### config.mk
export PLATFORM = sky130hd
export DESIGN_NAME = morse_keyer
export DESIGN_NICKNAME = d
export VERILOG_FILES = /design/src/rtl/morse_pkg.sv /design/src/rtl/morse_sidetone.sv /design/src/rtl/morse_keyer.sv
export SDC_FILE = /design/constraint.sdc
export NUM_CORES = 1
export LEC_CHECK = 0
export ABC_AREA = 1
export CORE_ASPECT_RATIO = 1.1
export CORE_MARGIN = 5
export CORE_UTILIZATION = 30
export DETAILED_ROUTE_END_ITERATION = 16
export PLACE_DENSITY_LB_ADDON = 0.15
export SYNTH_ARGS = -nofsm -noshare
export SYNTH_HDL_FRONTEND = slang
export SYNTH_HIERARCHICAL = 1
export SYNTH_SLANG_ARGS = --single-unit
### constraint.sdc
create_clock -name i_clk -period 1.8 [get_ports i_clk]
set_input_delay 0.36 -clock i_clk [delete_from_list [all_inputs] [get_ports i_clk]]
set_output_delay 0.36 -clock i_clk [all_outputs]
set_load 0.01 [all_outputs]
### src/rtl/morse_pkg.sv
// Shared types, unit constants and the ASCII-to-Morse lookup for the Morse keyer.
package morse_pkg;

   typedef struct packed {
      logic [2:0] len;
      logic [4:0] bits;
   } morse_code_t;

   typedef struct packed {
      logic        supported;
      logic        is_space;
      morse_code_t code;
   } morse_lookup_t;

   typedef enum logic [2:0] {
      IDLE     = 3'd0,
      ALIGN    = 3'd1,
      MARK     = 3'd2,
      SPACE    = 3'd3,
      CHAR_GAP = 3'd4,
      WORD_GAP = 3'd5
   } keyer_state_t;

   localparam logic [2:0] DOT_UNITS      = 3'd1;
   localparam logic [2:0] DASH_UNITS     = 3'd3;
   localparam logic [2:0] ELEM_GAP_UNITS = 3'd1;
   localparam logic [2:0] CHAR_GAP_UNITS = 3'd3;

   // Codes are left-aligned: bits[4] is the first element sent, 1 = dash.
   function automatic morse_code_t letter_code(input logic [4:0] idx);
      morse_code_t m;
      case (idx)
         5'd1:    m = {3'd2, 5'b01000};
         5'd2:    m = {3'd4, 5'b10000};
         5'd3:    m = {3'd4, 5'b10100};
         5'd4:    m = {3'd3, 5'b10000};
         5'd5:    m = {3'd1, 5'b00000};
         5'd6:    m = {3'd4, 5'b00100};
         5'd7:    m = {3'd3, 5'b11000};
         5'd8:    m = {3'd4, 5'b00000};
         5'd9:    m = {3'd2, 5'b00000};
         5'd10:   m = {3'd4, 5'b01110};
         5'd11:   m = {3'd3, 5'b10100};
         5'd12:   m = {3'd4, 5'b01000};
         5'd13:   m = {3'd2, 5'b11000};
         5'd14:   m = {3'd2, 5'b10000};
         5'd15:   m = {3'd3, 5'b11100};
         5'd16:   m = {3'd4, 5'b01100};
         5'd17:   m = {3'd4, 5'b11010};
         5'd18:   m = {3'd3, 5'b01000};
         5'd19:   m = {3'd3, 5'b00000};
         5'd20:   m = {3'd1, 5'b10000};
         5'd21:   m = {3'd3, 5'b00100};
         5'd22:   m = {3'd4, 5'b00010};
         5'd23:   m = {3'd3, 5'b01100};
         5'd24:   m = {3'd4, 5'b10010};
         5'd25:   m = {3'd4, 5'b10110};
         5'd26:   m = {3'd4, 5'b11000};
         default: m = '0;
      endcase
      return m;
   endfunction

   function automatic morse_lookup_t char_to_morse(input logic [7:0] c);
      morse_lookup_t r;
      logic [7:0]    u;
      logic [3:0]    d;
      r = '0;
      u = (c >= 8'h61 && c <= 8'h7A) ? (c - 8'h20) : c;
      d = u[3:0];
      if (u == 8'h20) begin
         r.supported = 1'b1;
         r.is_space  = 1'b1;
      end else if (u >= 8'h30 && u <= 8'h39) begin
         // Digits 0-5 are d dots then dashes; 6-9 are (d-5) dashes then dots.
         r.supported = 1'b1;
         r.code.len  = 3'd5;
         if (d <= 4'd5) begin
            r.code.bits = 5'b11111 >> d;
         end else begin
            r.code.bits = ~(5'b11111 >> (d - 4'd5));
         end
      end else if (u >= 8'h41 && u <= 8'h5A) begin
         r.supported = 1'b1;
         r.code      = letter_code(u[4:0]);
      end else begin
         r.supported = 1'b0;
      end
      return r;
   endfunction

endpackage

### src/rtl/morse_sidetone.sv
// Square-wave sidetone that runs only while the key is down; built with MORSE_SIDETONE_EN.
`ifdef MORSE_SIDETONE_EN
module morse_sidetone #(
   parameter int TONE_DIV   = 12500,
   parameter int TONE_WIDTH = 14
) (
   input  logic i_clk,
   input  logic i_rst_n,
   input  logic i_key,
   output logic o_tone
);

   logic [TONE_WIDTH-1:0] cnt_q;
   logic                  tone_q;

   // Half-period counter; held cleared while the key is up so each mark starts in phase.
   always_ff @(posedge i_clk or negedge i_rst_n) begin
      if (!i_rst_n) begin
         cnt_q  <= '0;
         tone_q <= 1'b0;
      end else if (!i_key) begin
         cnt_q  <= '0;
         tone_q <= 1'b0;
      end else if (cnt_q == TONE_WIDTH'(TONE_DIV - 1)) begin
         cnt_q  <= '0;
         tone_q <= ~tone_q;
      end else begin
         cnt_q  <= cnt_q + TONE_WIDTH'(1);
      end
   end

   assign o_tone = tone_q;

endmodule
`endif

### src/rtl/morse_keyer.sv
// ASCII-to-Morse keyer timed by rising edges of the unit divider.
// Optional sidetone output o_tone is enabled by defining MORSE_SIDETONE_EN.
module morse_keyer
   import morse_pkg::*;
#(
   parameter int WORD_EXTRA = 4
`ifdef MORSE_SIDETONE_EN
  ,parameter int TONE_DIV   = 12500
  ,parameter int TONE_WIDTH = 14
`endif
) (
   input  logic       i_clk,
   input  logic       i_rst_n,
   input  logic       i_unit_clk,
   input  logic [7:0] i_data,
   input  logic       i_valid,
   output logic       o_ready,
   output logic       o_key,
   output logic       o_busy,
   output logic       o_err
`ifdef MORSE_SIDETONE_EN
  ,output logic       o_tone
`endif
);

   keyer_state_t  state_q;
   logic          unit_q;
   logic [2:0]    cnt_q;
   logic [2:0]    rem_q;
   logic [4:0]    bits_q;
   logic          key_q;
   logic          ready_q;
   logic          busy_q;
   logic          err_q;
   logic          tick_s;
   logic          accept_s;
   logic [2:0]    elem_units_s;
   morse_lookup_t lk_s;

   assign tick_s       = i_unit_clk & ~unit_q;
   assign accept_s     = i_valid & ready_q;
   assign lk_s         = char_to_morse(i_data);
   assign elem_units_s = bits_q[4] ? DASH_UNITS : DOT_UNITS;

   // Keying state machine; ready/busy are registered alongside every state change.
   always_ff @(posedge i_clk or negedge i_rst_n) begin
      if (!i_rst_n) begin
         state_q <= IDLE;
         unit_q  <= 1'b0;
         cnt_q   <= 3'd0;
         rem_q   <= 3'd0;
         bits_q  <= 5'd0;
         key_q   <= 1'b0;
         ready_q <= 1'b0;
         busy_q  <= 1'b0;
         err_q   <= 1'b0;
      end else begin
         unit_q <= i_unit_clk;
         err_q  <= 1'b0;
         case (state_q)
            IDLE: begin
               ready_q <= 1'b1;
               busy_q  <= 1'b0;
               cnt_q   <= 3'd0;
               if (accept_s) begin
                  if (!lk_s.supported) begin
                     err_q <= 1'b1;
                  end else begin
                     ready_q <= 1'b0;
                     busy_q  <= 1'b1;
                     if (lk_s.is_space) begin
                        state_q <= WORD_GAP;
                     end else begin
                        rem_q   <= lk_s.code.len;
                        bits_q  <= lk_s.code.bits;
                        state_q <= ALIGN;
                     end
                  end
               end
            end
            ALIGN: begin
               if (tick_s) begin
                  key_q   <= 1'b1;
                  cnt_q   <= 3'd0;
                  state_q <= MARK;
               end
            end
            MARK: begin
               if (tick_s) begin
                  if (cnt_q == elem_units_s - 3'd1) begin
                     key_q   <= 1'b0;
                     cnt_q   <= 3'd0;
                     state_q <= (rem_q != 3'd1) ? SPACE : CHAR_GAP;
                  end else begin
                     cnt_q <= cnt_q + 3'd1;
                  end
               end
            end
            SPACE: begin
               if (tick_s) begin
                  if (cnt_q == ELEM_GAP_UNITS - 3'd1) begin
                     key_q   <= 1'b1;
                     bits_q  <= {bits_q[3:0], 1'b0};
                     rem_q   <= rem_q - 3'd1;
                     cnt_q   <= 3'd0;
                     state_q <= MARK;
                  end else begin
                     cnt_q <= cnt_q + 3'd1;
                  end
               end
            end
            CHAR_GAP, WORD_GAP: begin
               if (tick_s) begin
                  if (cnt_q == ((state_q == CHAR_GAP) ? CHAR_GAP_UNITS - 3'd1
                                                      : 3'(WORD_EXTRA - 1))) begin
                     cnt_q   <= 3'd0;
                     ready_q <= 1'b1;
                     busy_q  <= 1'b0;
                     state_q <= IDLE;
                  end else begin
                     cnt_q <= cnt_q + 3'd1;
                  end
               end
            end
            default: begin
               key_q   <= 1'b0;
               cnt_q   <= 3'd0;
               ready_q <= 1'b0;
               busy_q  <= 1'b0;
               state_q <= IDLE;
            end
         endcase
      end
   end

   assign o_ready = ready_q;
   assign o_key   = key_q;
   assign o_busy  = busy_q;
   assign o_err   = err_q;

`ifdef MORSE_SIDETONE_EN
   morse_sidetone #(
      .TONE_DIV   (TONE_DIV),
      .TONE_WIDTH (TONE_WIDTH)
   ) u_sidetone (
      .i_clk   (i_clk),
      .i_rst_n (i_rst_n),
      .i_key   (key_q),
      .o_tone  (o_tone)
   );
`endif

endmodule
==> impl_results.md <==
- Most frequent cells in the layout: nand2_1 (69), buf_4 (56), inv_1 (24)
- Flop2flop setup slack: 0.13 ns
- Final Wtd Congestion: 0.8723
- Post-synth EDFFs: 0
- Initial DRC count: 115
- Vias/cell: 4.703
- Layout cell share with drive strength beyond 1: 35.36%
- Maxcap violations: 0
- Violations in the final reports: setup timing
- Leading cell type in the layout, fill and taps excluded: nand2_1
- Sequential area share after synthesis: 23.90%
- Mapped Area: 1989 um^2
- Clock Latency Late Sink: 0.26 ns
- Synth Flop Type: dfrtp_1
- Final Cycle Share: 102.2%
- Largest net degree at the start of global routing: 20
- Vias: 2088
- Drt wl/cell: 11.94 um
- Status: finished, violations left
- Nature of the critical path endpoint: flip-flop
- Max Root-Sink Buffers: 2
- Initial antenna violation count: 0
- Sinks on Clock Net: 19
- Clk_skew: 0.009820 ns
- Slew Limit Headroom: 79.90%
- Worst Tran Pin Value: 0.3008 ns
- N_diodes: 0
- Die Y: 95.41 um
- Starting Density: 30.53%
- Yosys reg bits: 19
- CP required: 1.99 ns
- Reg-to-reg critical path endpoint: bits_q[1]
- Final setup fails: 9
- Cells after Synth: 289
- Gr usage total: 13.13%
- Post-layout minimum cycle time: 1.840 ns
- Power Dens Cells: 921.8 nW/um^2
- Setup ws final: -0.04040 ns
- Mean Syn Cell Area: 6.884 um^2
- Dpl cell area: 2623 um^2
- Critical Path End: bits_q[1]
- Vias in the first global route: 2020
- Remaining global-route overflow: 0
- Comb pwr share: 63.0%
- DRC: 0
- Fin area: 2864 um^2
- Final nets: 390
- P_leak: 1.372 nW
- Fmax: 0.5434 GHz
- Post-detail-place hpwl: 4160 um
- Hold Slack: 0.4384 ns
- CTS H-tree depth: 1
- Row count: 31
- Net switching power: 1.221 mW
- Net count after synthesis: 316
- Die area: 8362 um^2
- Max-slew violations: 0
- Core area: 6516 um^2
- Fillers: 695
- Asr flop ratio synth: 100.0%
- Crit path launch: i_data[1]
- CTS tree: done
- Hold/Removal Path Class: input port to asynchronous set/reset pin
- Total CTS buffers: 3
- Slowest stage delay, CP: 0.21 ns
- Crit-path most repeated cell: nand2_2
- Crit-path cells: buf_4 > buf_6 > ha_4 > nand2_4 > nor2_4 > nand2_2 > nand3_4 > nand3b_1 > nand2_2 > nor2_4 > o21ai_4 > nand3_4 > nand2_4 > nor2_8 > nand2_2 > nand2_2
- DRT Wirelength: 5300 um
- Slowest stage cell, crit path: nor2_4
- Reg2reg path depth: 11
- First-pass iteration count of the detailed router: 4
- Layout area overhead: 43.96%
- Yosys cell types: 38
- Routed Antenna Nets: 0
- R2r startpoint: state_q[0]
- First-pass GRT wire length: 8983 um
- Final hold vios: 0
- PortBufs: 15
- Yosys warns: 6
- CP Max Fanout: 7
- Sw frac: 46.24%
- Root Driver: clkbuf_8
- CTS Hold Bufs: 0
- IR drop worst, VDD: 0.0005912 V
- P_int: 1.419 mW
- RSZ-0062 raised after global routing: true
- Critical path type: input port to flip-flop
- Startpoint Class: input port
- Die width: 87.65 um
- WP data arrival: 2.03 ns
- CTS clk-pin slew, worst paths: 0.08 ns
- Clock Power Share: 11.5%
- IO Pins: 16
- Sequential Power Share: 25.5%
-- how the worst min path moves through the flow --
stage	from	end	slack, ns	cells past startpoint
finish	i_rst_n	o_err	0.44	2
global placement	bits_q[1]	bits_q[1]	0.46	2
CTS	i_rst_n	o_err	0.45	2
floorplan	i_rst_n	bits_q[0]	0.06	0
detailed placement	bits_q[2]	bits_q[2]	0.47	2
global route	i_rst_n	state_q[1]	0.46	2
-- cell usage after synthesis, types with 2 or more instances --
cell / instances / share of area [%]
o22ai_1: 5 / 1.6
o21ai_2: 2 / 0.88
nand2_4: 4 / 2.3
nand3_4: 3 / 2.6
ha_1: 15 / 9.4
o21ai_0: 18 / 4.5
nor2_1: 25 / 4.7
buf_6: 2 / 1.1
nand2_2: 7 / 2.2
nand3_1: 20 / 5.0
nand2_1: 80 / 15
a31oi_1: 4 / 1.3
nor3_1: 4 / 1.0
nand3_2: 5 / 2.5
nor2_2: 4 / 1.3
dfrtp_1: 19 / 24
nor2_4: 2 / 1.1
nand4_1: 3 / 0.94
inv_2: 7 / 1.3
a21oi_1: 10 / 2.5
xor2_1: 4 / 1.8
inv_1: 27 / 5.1
xnor2_1: 2 / 0.88
o21ai_1: 3 / 0.75
-- registers in the layout, summed over array words and instances, names as in the netlist --
name	flops
unit_q	1
state_q	3
o_key	1
o_err	1
rem_q	3
o_ready	1
cnt_q	3
bits_q	5
o_busy	1
-- power groups by stage --
stage | combinational [mW] | sequential [mW] | clock, mW
5_1_grt | 1.86 | 0.688 | 0.326
3_5_place_dp | 1.50 | 0.680 | 0
4_1_cts | 1.57 | 0.672 | 0.312
2_1_floorplan | 1.02 | 0.675 | 0
3_3_place_gp | 1.50 | 0.680 | 0
6_report | 1.66 | 0.673 | 0.305
-- per-stage QoR --
step	TNS (ns)	util [%]	power, mW	setup slack [ns]	cells
final	-0.2213	43.95	2.640	-0.04040	444
after global routing	-1.345	43.95	2.873	-0.1448	444
after CTS	-0.1808	42.88	2.559	-0.04212	442
after detailed placement	-9.647	40.25	2.180	-0.7472	429
after global placement	-9.080	40.25	2.179	-0.7072	429
after floorplan	-0.4119	-	1.695	-0.04903	289
-- critical path: cells and delay by family --
family	cells	cell delay [ns]
AO/OA/AOI/OAI	1	0.10
AND/OR/NAND/NOR	12	1.14
buffers and inverters	2	0.25
adder cells (fa/ha/maj)	1	0.16
-- repair_timing --
action / 4_1_cts / 5_1_grt
resized for setup: 37 / 21
pin swaps: 22 / 13
setup endpoints to repair: 14 / 14
setup buffers: 9 / 2
-- layout make-up --
cell class                 count  area [um^2]  share of cell area [%]
clock buffer                   4        45.04                   1.573
inverter                      35        145.1                   5.068
multi-input combinational    231         1495                   52.21
sequential                    19        475.5                   16.60
tap                           82        102.6                   3.582
timing repair buffer          73        600.6                   20.97
-- cells by family (layout without fill, tap and decap cells) --
| family | Yosys count | count (layout) | synth area share [%] |
|---|---|---|---|
| adder cells (fa/ha/maj) | 15 | 15 | 9.434 |
| XOR/XNOR | 6 | 6 | 2.641 |
| AO/OA/AOI/OAI | 50 | 50 | 15.22 |
| buffers and inverters | 39 | 112 | 8.302 |
| flip-flops | 19 | 19 | 23.90 |
| AND/OR/NAND/NOR | 160 | 160 | 40.50 |
-- layer usage --
| metal | up-vias | global-route usage [%] | wire (um) |
|---|---|---|---|
| met2 | 31 | 22.68 | 2516 |
| met3 | 4 | 1.729 | 174 |
| met1 | 959 | 17.80 | 2573 |
| li1 | 1094 | - | - |
| met5 | - | 0 | 0 |
| met4 | 0 | 1.790 | 36 |
Note: power is estimated with default switching activity, not from simulation.
